**config.mk**
```make
export PLATFORM = sky130hd
export DESIGN_NAME = hazard_stall_unit
export DESIGN_NICKNAME = d
export VERILOG_FILES = /design/src/rtl/pipeline_pkg.sv /design/src/rtl/sat_counter.sv /design/src/rtl/hazard_stall_unit.sv
export SDC_FILE = /design/constraint.sdc
export NUM_CORES = 1
export LEC_CHECK = 0
export BUFFER_PORTS_ARGS = -buffer_cell sky130_fd_sc_hd__buf_2
export CAP_MARGIN = 20
export CORE_ASPECT_RATIO = 2
export CORE_MARGIN = 2
export CORE_UTILIZATION = 51
export CTS_BUF_LIST = sky130_fd_sc_hd__clkbuf_16
export DETAILED_ROUTE_END_ITERATION = 10
export GPL_TIMING_DRIVEN = 1
export HOLD_SLACK_MARGIN = 0.1
export PLACE_DENSITY = 0.86
export SLEW_MARGIN = 20
export SYNTH_ARGS = -nofsm -noshare
export SYNTH_HDL_FRONTEND = slang
export SYNTH_SLANG_ARGS = --single-unit
```
**constraint.sdc**
```tcl
create_clock -name clk -period 2.35 [get_ports clk]
set_input_delay 0.3525 -clock clk [delete_from_list [all_inputs] [get_ports clk]]
set_output_delay 0.3525 -clock clk [all_outputs]
set_load 0.1 [all_outputs]
```
**src/rtl/pipeline_pkg.sv**
```systemverilog
// Shared pipeline definitions: hazard FSM states, NOP control word, register index width.
package pipeline_pkg;

  typedef enum logic [1:0] {
    RUN   = 2'd0,
    STALL = 2'd1,
    FLUSH = 2'd2
  } hz_state_e;

  localparam logic [10:0] NOP_CTRL  = 11'b0;
  localparam int          REG_IDX_W = 5;

endpackage

```
**src/rtl/sat_counter.sv**
```systemverilog
// Saturating up-counter with enable and synchronous active-low reset.
module sat_counter #(
  parameter int Width = 16
) (
  input  logic             clk,
  input  logic             rst_n,
  input  logic             en,
  output logic [Width-1:0] count_o
);

  logic [Width-1:0] cnt_q;
  logic [Width-1:0] cnt_d;

  always_comb begin
    cnt_d = cnt_q;
    if (en && (cnt_q != {Width{1'b1}})) begin
      cnt_d = cnt_q + {{(Width-1){1'b0}}, 1'b1};
    end
  end

  always_ff @(posedge clk) begin
    if (!rst_n) begin
      cnt_q <= '0;
    end else begin
      cnt_q <= cnt_d;
    end
  end

  assign count_o = cnt_q;

endmodule

```
**src/rtl/hazard_stall_unit.sv**
```systemverilog
// Load-use / redirect / memory-wait hazard controller with multi-cycle stall
// and flush sequencing and saturating event counters.
module hazard_stall_unit
  import pipeline_pkg::*;
#(
  parameter int LoadUseCycles = 1,
  parameter int FlushCycles   = 1,
  parameter int CntBits       = 16
) (
  input  logic                 clk,
  input  logic                 reset,
  input  logic [REG_IDX_W-1:0] IFID_Rs1_i,
  input  logic [REG_IDX_W-1:0] IFID_Rs2_i,
  input  logic                 IFID_UsesRs1_i,
  input  logic                 IFID_UsesRs2_i,
  input  logic [REG_IDX_W-1:0] IDEX_Rd_i,
  input  logic                 IDEX_MemRead_i,
  input  logic                 Redirect_i,
  input  logic                 MemBusy_i,
  output logic                 Bubble_Sel_o,
  output logic                 PC_Write_o,
  output logic                 IFID_Write_o,
  output logic                 IFID_Flush_o,
  output logic                 IDEX_Write_o,
  output logic [CntBits-1:0]   Stall_Count_o,
  output logic [CntBits-1:0]   Flush_Count_o
);

  localparam logic [2:0] LU_REM = 3'(LoadUseCycles - 1);
  localparam logic [2:0] FL_REM = 3'(FlushCycles - 1);

  hz_state_e  state_q, state_d;
  logic [2:0] rem_q, rem_d;
  logic       lu;
  logic       stall_inc;
  logic       flush_inc;

  assign lu = IDEX_MemRead_i && (IDEX_Rd_i != '0) &&
              (((IDEX_Rd_i == IFID_Rs1_i) && IFID_UsesRs1_i) ||
               ((IDEX_Rd_i == IFID_Rs2_i) && IFID_UsesRs2_i));

  always_comb begin
    state_d      = state_q;
    rem_d        = rem_q;
    stall_inc    = 1'b0;
    flush_inc    = 1'b0;
    Bubble_Sel_o = 1'b0;
    PC_Write_o   = 1'b1;
    IFID_Write_o = 1'b1;
    IFID_Flush_o = 1'b0;
    IDEX_Write_o = 1'b1;

    if (MemBusy_i) begin
      // Freeze everything; sequencing resumes where it left off.
      PC_Write_o   = 1'b0;
      IFID_Write_o = 1'b0;
      IDEX_Write_o = 1'b0;
    end else if (Redirect_i) begin
      Bubble_Sel_o = 1'b1;
      IFID_Flush_o = 1'b1;
      flush_inc    = 1'b1;
      if (FlushCycles > 1) begin
        state_d = FLUSH;
        rem_d   = FL_REM;
      end else begin
        state_d = RUN;
        rem_d   = 3'd0;
      end
    end else begin
      unique case (state_q)
        FLUSH: begin
          Bubble_Sel_o = 1'b1;
          IFID_Flush_o = 1'b1;
          flush_inc    = 1'b1;
          rem_d        = rem_q - 3'd1;
          if (rem_q <= 3'd1) begin
            state_d = RUN;
            rem_d   = 3'd0;
          end
        end
        STALL: begin
          Bubble_Sel_o = 1'b1;
          PC_Write_o   = 1'b0;
          IFID_Write_o = 1'b0;
          stall_inc    = 1'b1;
          rem_d        = rem_q - 3'd1;
          if (rem_q <= 3'd1) begin
            state_d = RUN;
            rem_d   = 3'd0;
          end
        end
        default: begin
          if (lu) begin
            Bubble_Sel_o = 1'b1;
            PC_Write_o   = 1'b0;
            IFID_Write_o = 1'b0;
            stall_inc    = 1'b1;
            if (LoadUseCycles > 1) begin
              state_d = STALL;
              rem_d   = LU_REM;
            end
          end
        end
      endcase
    end
  end

  always_ff @(posedge clk) begin
    if (!reset) begin
      state_q <= RUN;
      rem_q   <= 3'd0;
    end else begin
      state_q <= state_d;
      rem_q   <= rem_d;
    end
  end

  sat_counter #(.Width(CntBits)) u_stall_cnt (
    .clk     (clk),
    .rst_n   (reset),
    .en      (stall_inc),
    .count_o (Stall_Count_o)
  );

  sat_counter #(.Width(CntBits)) u_flush_cnt (
    .clk     (clk),
    .rst_n   (reset),
    .en      (flush_inc),
    .count_o (Flush_Count_o)
  );

endmodule

```
==> results of run 1 <==
## critical path, delay by kind of cell
family | cells | cell delay [ns]
simple gates | 2 | 0.64
buf+inv | 2 | 0.29
compound gates | 2 | 0.37
xor+xnor | 1 | 0.16
## final cells by class
cell class | count | area, sq um | area share
flip-flops and latches | 32 | 646 | 0.268
multi-input cells | 176 | 1190 | 0.495
repair buffers | 61 | 358 | 0.148
well taps | 49 | 61.3 | 0.0254
inverters | 5 | 18.8 | 0.00779
clock inverters | 2 | 7.51 | 0.00312
clock buffers | 5 | 125 | 0.0519
## cells in the mapped netlist (5+ instances only)
cell / instances / area share
xnor2_1: 11 / 0.051
a21oi_1: 11 / 0.029
mux2i_1: 10 / 0.053
nand2_1: 24 / 0.048
nor2_1: 16 / 0.032
xor2_1: 9 / 0.042
nand4_1: 6 / 0.020
dfxtp_1: 32 / 0.34
nand2b_1: 5 / 0.017
or4_1: 6 / 0.024
nor3_1: 10 / 0.027
o31ai_1: 6 / 0.024
nand3_1: 10 / 0.027
inv_1: 5 / 0.010
## sequential cells by signal, indices dropped and copies added, names as in the netlist
| register | cells |
|---|---|
| u_flush_cnt.count_o | 16 |
| u_stall_cnt.count_o | 16 |
## per-layer routing
layer / vias to the layer above / share of wire / GRT usage / routed length, um
met2: 60 / 0.56 / 0.426 / 2600
met1: 886 / 0.37 / 0.240 / 1700
met3: 8 / 0.055 / 0.0361 / 253
li1: 930 / - / - / -
met5: - / 0 / 0 / 0
met4: 0 / 0.018 / 0.118 / 82
## report_power, final
part	internal (mW)	total [mW]	switching, mW	leakage [nW]
sequential	0.546	0.548	0.00262	0.260
clock	0.378	0.592	0.214	0.0648
combinational	0.0497	0.157	0.107	0.639
total	0.973	1.30	0.324	0.963
## worst paths after layout
kind	to	slack, ns
hold reg to reg	u_stall_cnt.count_o[9]	0.49
hold / removal	u_stall_cnt.count_o[9]	0.49
setup / recovery	Bubble_Sel_o	0.18
setup reg to reg	u_flush_cnt.count_o[5]	0.52
## cells in the final DEF, fill, tap and decap left out, types with 9 or more instances in the layout
master,n
nor2_1,16
a21oi_1,10
xnor2_1,11
xor2_1,9
nor3_1,10
nand3_1,10
buf_2,55
nand2_1,24
dfxtp_1,28
mux2i_1,10
## per-stage QoR
| stage | hold slack, ns | utilization | instance area, sq um | std cells | setup slack, ns |
|---|---|---|---|---|---|
| after floorplan | 0.508 | - | 1900 | 220 | -0.338 |
| after global placement | 0.459 | 0.638 | 2280 | 323 | 0.211 |
| after detailed placement | 0.480 | 0.638 | 2280 | 323 | 0.171 |
| after CTS | 0.486 | 0.675 | 2410 | 330 | 0.175 |
| after global routing | 0.507 | 0.675 | 2410 | 330 | 0.122 |
| final | 0.488 | 0.675 | 2410 | 330 | 0.183 |
## cells by family after synthesis
| kind of cell | Yosys count |
|---|---|
| adder cells (fa/ha/maj) | 2 |
| buffers and inverters | 12 |
| XOR/XNOR | 20 |
| AO/OA/AOI/OAI | 38 |
| flip-flops | 32 |
| AND/OR/NAND/NOR | 106 |
| multiplexers | 10 |
==> flow_metrics.tcl, run 1 <==
set metrics [dict create \
    cts_buffers 5 \
    die_y_um 89.9 \
    clock_latency_ns 0.27 \
    maxSlewViolCount 0 \
    drive_gt1_frac 0.310 \
    fp.dieW_um 47.0 \
    synth_top_family_by_area "simple AND/OR/NAND/NOR gates" \
    finalSetupTns_ns 0 \
    area_growth_pct 28.0 \
    syn-num-nets 244 \
    cts_buffer_depth 2 \
    crit_path_max_fanout 3 \
    ctsResizeCount 0 \
    synth_cell_type_count 48 \
    hold_depth 2 \
    r2r-start "u_flush_cnt.count_o[0]" \
    run_status "complete, no violations" \
    total_power_mw 1.30 \
    netlist_area_sq_um 1880 \
    min_from "u_stall_cnt.count_o[9]" \
    cts_tree "yes" \
    synthAdderAreaFrac 0.0133 \
    synth-edff-count 0 \
    crit_required_ns 2.00 \
    rows 31 \
    drt_iter0_drc 36 \
    antenna_found_initial 0 \
    min_period_ns 2.17 \
    synthArstFlopShare 0 \
    gr-total-overflow 0 \
    fillCellCount 310 \
    dr.pass1.iters 4 \
    fmax_ghz 0.462 \
    grt_pass1_vias 1836 \
    ys_seq_area_frac 0.340 \
    avgSynthCellArea_sq_um 8.56 \
    yosys.area_share.xor_xnor 0.0930 \
    routedWlPerCell_um 14.0 \
    wl_um 4630 \
    setup_viol 0 \
    routed_via_density 5.71 \
    drcViolationCount 0 \
    grt_max_degree 25 \
    finalNetCount 305 \
    synth-simple-area-share 0.322 \
    die_area_sq_um 4220 \
    worst-setup-path-type "primary input to output port" \
    cp-start-kind "primary input" \
    ys.flop_type "dfxtp_1" \
    diodes 0 \
    grt_pass1_wl_um 7560 \
    period_share 0.922 \
    start_util 0.528 \
    ys_warn_count 0 \
    reg2reg_depth 6 \
    synth-compound-area-share 0.144 \
    crit_path_start "IDEX_Rd_i[3]" \
    synthMuxAreaShare 0.0532 \
    cts.sinks 32 \
    synthCells 220 \
    grtUsageTotal 0.237 \
    end_kind "output port" \
    vias 1884 \
    tightest_slew_ns 0.684 \
    max-slew-margin-rel 0.543 \
    cts_setup_buffers 0 \
    path_cells "buf_2 > xor2_1 > nor4_2 > a32oi_2 > nor2_1 > o21a_2 > buf_12" \
    io_pins 59 \
    hold_violations 0 \
    cts_hold_buf 0 \
    p_per_area_nw_per_um2 538 \
    cts-root-buf "clkbuf_16" \
    total_leakage_power_nw 0.963 \
    core-area_sq_um 3570 \
    clk_pin_slew_ns 0.05 \
    fin_skew_ns 0.00563 \
    vdd_drop_max_uv 481 \
    cts_max_level 2 \
    ys_seq_elements 32 \
    routabilityCongestion 0.921 \
    hpwl_um 3530 \
    postRouteAntennaNets 0 \
    numPortBuffers 58 \
    slowest_delay_ns 0.35 \
    rsz0062_at_grt "false" \
    worstPathArrival_ns 1.81 \
    hold_path.class "flip-flop to flip-flop" \
    max-cap-violations 0 \
    slowest_stage "nor4_2" \
]
(Power assumes the default switching activity.)
==> run 2, diff against run 1 <==
--- a/config.mk
+++ b/config.mk
@@ -9,12 +9,12 @@
 export CAP_MARGIN = 20
 export CORE_ASPECT_RATIO = 2
 export CORE_MARGIN = 2
-export CORE_UTILIZATION = 51
-export CTS_BUF_LIST = sky130_fd_sc_hd__clkbuf_16
+export CORE_UTILIZATION = 53
+export CTS_BUF_LIST = sky130_fd_sc_hd__clkbuf_2 sky130_fd_sc_hd__clkbuf_4 sky130_fd_sc_hd__clkbuf_8
 export DETAILED_ROUTE_END_ITERATION = 10
 export GPL_TIMING_DRIVEN = 1
 export HOLD_SLACK_MARGIN = 0.1
-export PLACE_DENSITY = 0.86
+export PLACE_DENSITY = 0.88
 export SLEW_MARGIN = 20
 export SYNTH_ARGS = -nofsm -noshare
 export SYNTH_HDL_FRONTEND = slang
==> flow_metrics.tcl, run 2 (synthesized netlist as in run 1, its figures left out) <==
set metrics [dict create \
    antenna_found_initial 0 \
    routabilityCongestion 0.848 \
    routed_via_density 6.12 \
    comb_power_share 0.122 \
    crit_required_ns 2.00 \
    fmax_ghz 0.461 \
    p_per_area_nw_per_um2 538 \
    numPortBuffers 58 \
    cts.sinks 32 \
    reg2reg_depth 6 \
    max-slew-margin-rel 0.554 \
    layout_common_cells "buf_2, dfxtp_1, nand2_1, nor2_1, xnor2_1" \
    total_power_mw 1.28 \
    ctsResizeCount 0 \
    routedWlPerCell_um 14.7 \
    io_pins 59 \
    cts_buffer_depth 2 \
    die_y_um 88.3 \
    intPower_mw 0.968 \
    min_period_ns 2.17 \
    crit_cells 7 \
    p_sw_frac 0.245 \
    hold_depth 2 \
    drive_gt1_frac 0.319 \
    final_common_cell "buf_2" \
    p_clk_frac 0.451 \
    path_cells "buf_2 > xor2_1 > nor4_2 > a32oi_2 > nor2_1 > o21a_2 > buf_12" \
    end_kind "output port" \
    cts_tree "yes" \
    slowest_stage "nor4_2" \
    total_leakage_power_nw 0.963 \
    critPathTopFamily "simple AND/OR/NAND/NOR gates" \
    dr.pass1.iters 4 \
    slowest_delay_ns 0.34 \
    dpl_cell_area_sq_um 2260 \
    diodes 0 \
    grt_pass1_wl_um 7650 \
    cts_max_level 2 \
    gr-total-overflow 0 \
    drt_iter0_drc 38 \
    p_sw_mw 0.314 \
    design_area_sq_um 2380 \
    crit_path_max_fanout 3 \
    hold_path.class "primary input to flip-flop" \
    fin_skew_ns 0.00600 \
    core-area_sq_um 3380 \
    drcViolationCount 0 \
    hold_violations 0 \
    area_growth_pct 26.5 \
    start_util 0.557 \
    finalSetupTns_ns 0 \
    finalNetCount 305 \
    rsz0062_at_grt "false" \
    setup_viol 0 \
    grt_pass1_vias 1828 \
    fp.dieW_um 46.2 \
    stdcell_count 314 \
    postRouteAntennaNets 0 \
    p_seq_frac 0.427 \
    cts-root-buf "clkbuf_8" \
    run_status "complete, no violations" \
    hpwl_um 3590 \
    path_buf_inv 2 \
    grt_max_degree 25 \
    grtUsageTotal 0.250 \
    worstPathArrival_ns 1.82 \
    die_area_sq_um 4070 \
    cts_setup_buffers 0 \
    wl_um 4620 \
    tightest_slew_ns 0.668 \
    clock_latency_ns 0.28 \
    clk_pin_slew_ns 0.07 \
    maxSlewViolCount 0 \
    placedCellCount 306 \
    worst-setup-path-type "primary input to output port" \
    vias 1921 \
    max-cap-violations 0 \
    cts_buffers 5 \
    period_share 0.923 \
    rows 30 \
    cp-start-kind "primary input" \
    cts_hold_buf 0 \
    vdd_drop_max_uv 525 \
]
[run 2: metrics by stage]
step           utilization  setup slack (ns)  hold slack, ns
2_1_floorplan            -            -0.338           0.508
3_3_place_gp         0.668             0.220           0.459
3_5_place_dp         0.668             0.161           0.477
4_1_cts              0.705             0.155           0.479
5_1_grt              0.705             0.126           0.500
6_report             0.705             0.180           0.481
[run 2: worst paths after layout]
| kind | start | to | slack (ns) |
|---|---|---|---|
| worst max-delay path | IDEX_Rd_i[3] | Bubble_Sel_o | 0.18 |
| worst min-delay path | reset | u_stall_cnt.count_o[10] | 0.48 |
| worst max register to register | u_flush_cnt.count_o[0] | u_flush_cnt.count_o[5] | 0.50 |
| worst min register to register | u_stall_cnt.count_o[6] | u_stall_cnt.count_o[6] | 0.48 |
[run 2: final cells by class]
cell class	count	area, sq um
Clock inverter	1	30.0
Fill cell	296	996
Timing Repair Buffer	61	358
Tap cell	32	40.0
Clock buffer	7	96.3
Multi-Input combinational cell	176	1190
Sequential cell	32	646
Inverter	5	18.8
[run 2: power by group through the flow]
stage	sequential [mW]	combinational [mW]	clock, mW
final	0.547	0.157	0.578
after floorplan	0.576	0.0890	0
after CTS	0.547	0.158	0.593
after global placement	0.559	0.155	0
after detailed placement	0.559	0.157	0
after global routing	0.547	0.166	0.621
[run 2: per-layer routing]
metal  part of all wire  track usage  up-vias
li1                   -            -      934
met1               0.36        0.247      911
met2               0.57        0.457       68
met3              0.051       0.0510        8
met4              0.017        0.125        0
met5                  0            0        -
==> run 3, diff against run 2 <==
--- a/config.mk
+++ b/config.mk
@@ -14,8 +14,9 @@
 export DETAILED_ROUTE_END_ITERATION = 10
 export GPL_TIMING_DRIVEN = 1
 export HOLD_SLACK_MARGIN = 0.1
-export PLACE_DENSITY = 0.88
+export PLACE_DENSITY = 0.89
 export SLEW_MARGIN = 20
 export SYNTH_ARGS = -nofsm -noshare
 export SYNTH_HDL_FRONTEND = slang
+export SYNTH_HIERARCHICAL = 1
 export SYNTH_SLANG_ARGS = --single-unit
==> flow_metrics.tcl, run 3 <==
set metrics [dict create \
    yosys-top-cells-count "dfxtp_1, nand2_1, a21oi_1" \
    critPathTopFamily "compound AO/OA/AOI/OAI gates" \
    synth_area_leader_cell "dfxtp_1" \
    slowest_stage "o31a_2" \
    crit_path_max_fanout 3 \
    run_status "complete, no violations" \
    avgSynthCellArea_sq_um 8.54 \
    routedWlPerCell_um 15.0 \
    drive_gt1_frac 0.325 \
    drcViolationCount 0 \
    ys.flop_type "dfxtp_1" \
    placedCellCount 314 \
    slowest_delay_ns 0.38 \
    wl_um 4830 \
    crit_required_ns 2.00 \
    synthArstFlopShare 0 \
    postRouteAntennaNets 0 \
    max-cap-violations 0 \
    use_met3 0.0536 \
    grt_use_met2 0.481 \
    synth-edff-count 0 \
    grt_use_met1 0.259 \
    stdcell_count 321 \
    area_growth_pct 31.3 \
    finalSetupTns_ns 0 \
    total_leakage_power_nw 0.967 \
    core-area_sq_um 3380 \
    grtUsageTotal 0.263 \
    end_kind "output port" \
    cts_buffers 5 \
    syn-num-nets 241 \
    worst-setup-path-type "primary input to output port" \
    tightest_slew_ns 0.715 \
    diodes 0 \
    die_y_um 87.6 \
    dr.pass1.iters 4 \
    cts_setup_buffers 0 \
    cts_tree "yes" \
    setup_viol 0 \
    cp-start-kind "primary input" \
    maxSlewViolCount 0 \
    fin_skew_ns 0.00445 \
    netlist_area_sq_um 1850 \
    min_period_ns 2.16 \
    final_common_cell "buf_2" \
    antenna_found_initial 0 \
    path_buf_inv 3 \
    drt_iter0_drc 42 \
    synthCells 217 \
    die_area_sq_um 4010 \
    p_per_area_nw_per_um2 469 \
    rows 30 \
    routed_via_density 6.19 \
    cts-root-buf "clkbuf_8" \
    period_share 0.920 \
    clock_latency_ns 0.28 \
    cts_buffer_depth 2 \
    dpl_cell_area_sq_um 2340 \
    cts.sinks 32 \
    fp.dieW_um 45.8 \
    busiest_layer "met2" \
    max-slew-margin-rel 0.517 \
    hold_path.class "primary input to flip-flop" \
    synth_top_area_frac 0.346 \
    routabilityCongestion 0.868 \
    hold_violations 0 \
    synth.area.top_cells "dfxtp_1, a21oi_1, xor2_1" \
    gr-total-overflow 0 \
    ys_warn_count 6 \
    finalNetCount 313 \
    holdWs_ns 0.409 \
    vias 1988 \
    ys_seq_area_frac 0.346 \
    fmax_ghz 0.463 \
    worstPathArrival_ns 1.81 \
    io_pins 59 \
    start_util 0.549 \
    ys_seq_elements 32 \
    clk_pin_slew_ns 0.06 \
    grt_pass1_wl_um 7970 \
    hpwl_um 3680 \
    cts_hold_buf 0 \
    rsz0062_at_grt "false" \
    numPortBuffers 58 \
    synth.most_common_cell "dfxtp_1" \
    design_area_sq_um 2430 \
    cts_max_level 2 \
    layout_common_cells "buf_2, dfxtp_1, nand2_1, a21oi_1" \
    grt_max_degree 14 \
    vdd_drop_max_uv 479 \
    path_cells "buf_2 > xor2_1 > nor4_1 > a32oi_1 > buf_4 > o31a_2 > buf_12" \
    synth_cell_type_count 35 \
    grt_pass1_vias 1832 \
    ctsResizeCount 0 \
]
## run 3: layout make-up
class / count / area (sq um)
Clock buffer: 7 / 96.3
Fill cell: 268 / 945
Multi-Input combinational cell: 170 / 1190
Inverter: 10 / 45.0
Tap cell: 32 / 40.0
Sequential cell: 32 / 641
Timing Repair Buffer: 70 / 425
## run 3: worst register-to-register path, stage by stage, from the launching register on
cell and delay [ns]:
dfxtp_1 0.42, nand4_1 0.21, nor4_2 0.64, buf_4 0.28
or4_1 0.13, a21oi_1 0.06
## run 3: worst paths after layout
kind,startpoint,end,slack (ns),depth (start not counted)
worst max register to register,u_flush_cnt/count_o[13],u_flush_cnt/count_o[7],0.48,5
worst max-delay path,IDEX_Rd_i[2],IFID_Write_o,0.19,7
worst min register to register,u_flush_cnt/count_o[9],u_flush_cnt/count_o[9],0.51,2
worst min-delay path,reset,u_flush_cnt/count_o[10],0.41,2
## run 3: kinds of logic after synthesis
kind of cell | Yosys count | synth area share
multiplexers | 6 | 0.0324
buffers and inverters | 15 | 0.0365
flip-flops | 32 | 0.346
XOR/XNOR | 14 | 0.0662
adder cells (fa/ha/maj) | 2 | 0.0135
AND/OR/NAND/NOR | 100 | 0.339
AO/OA/AOI/OAI | 48 | 0.167
## run 3: metrics by stage
| stage | total power [mW] | worst slack (ns) | utilization |
|---|---|---|---|
| 6_report | 1.14 | 0.188 | 0.720 |
| 2_1_floorplan | 0.647 | -0.0169 | - |
| 3_5_place_dp | 0.700 | -0.0512 | 0.692 |
| 3_3_place_gp | 0.698 | 0.00923 | 0.692 |
| 5_1_grt | 1.18 | 0.115 | 0.720 |
| 4_1_cts | 1.15 | 0.198 | 0.720 |
## run 3: report_power, final
part           internal, mW  total, mW  switching [mW]
Clock                 0.261      0.453           0.192
Sequential            0.544      0.547         0.00241
Combinational        0.0468      0.141          0.0940
## run 3: routing by layer
| metal | vias up | share of wire | routed length (um) |
|---|---|---|---|
| li1 | 979 | - | - |
| met1 | 937 | 0.36 | 1760 |
| met2 | 58 | 0.56 | 2730 |
| met3 | 14 | 0.039 | 186 |
| met4 | 0 | 0.032 | 153 |
| met5 | - | 0 | 0 |
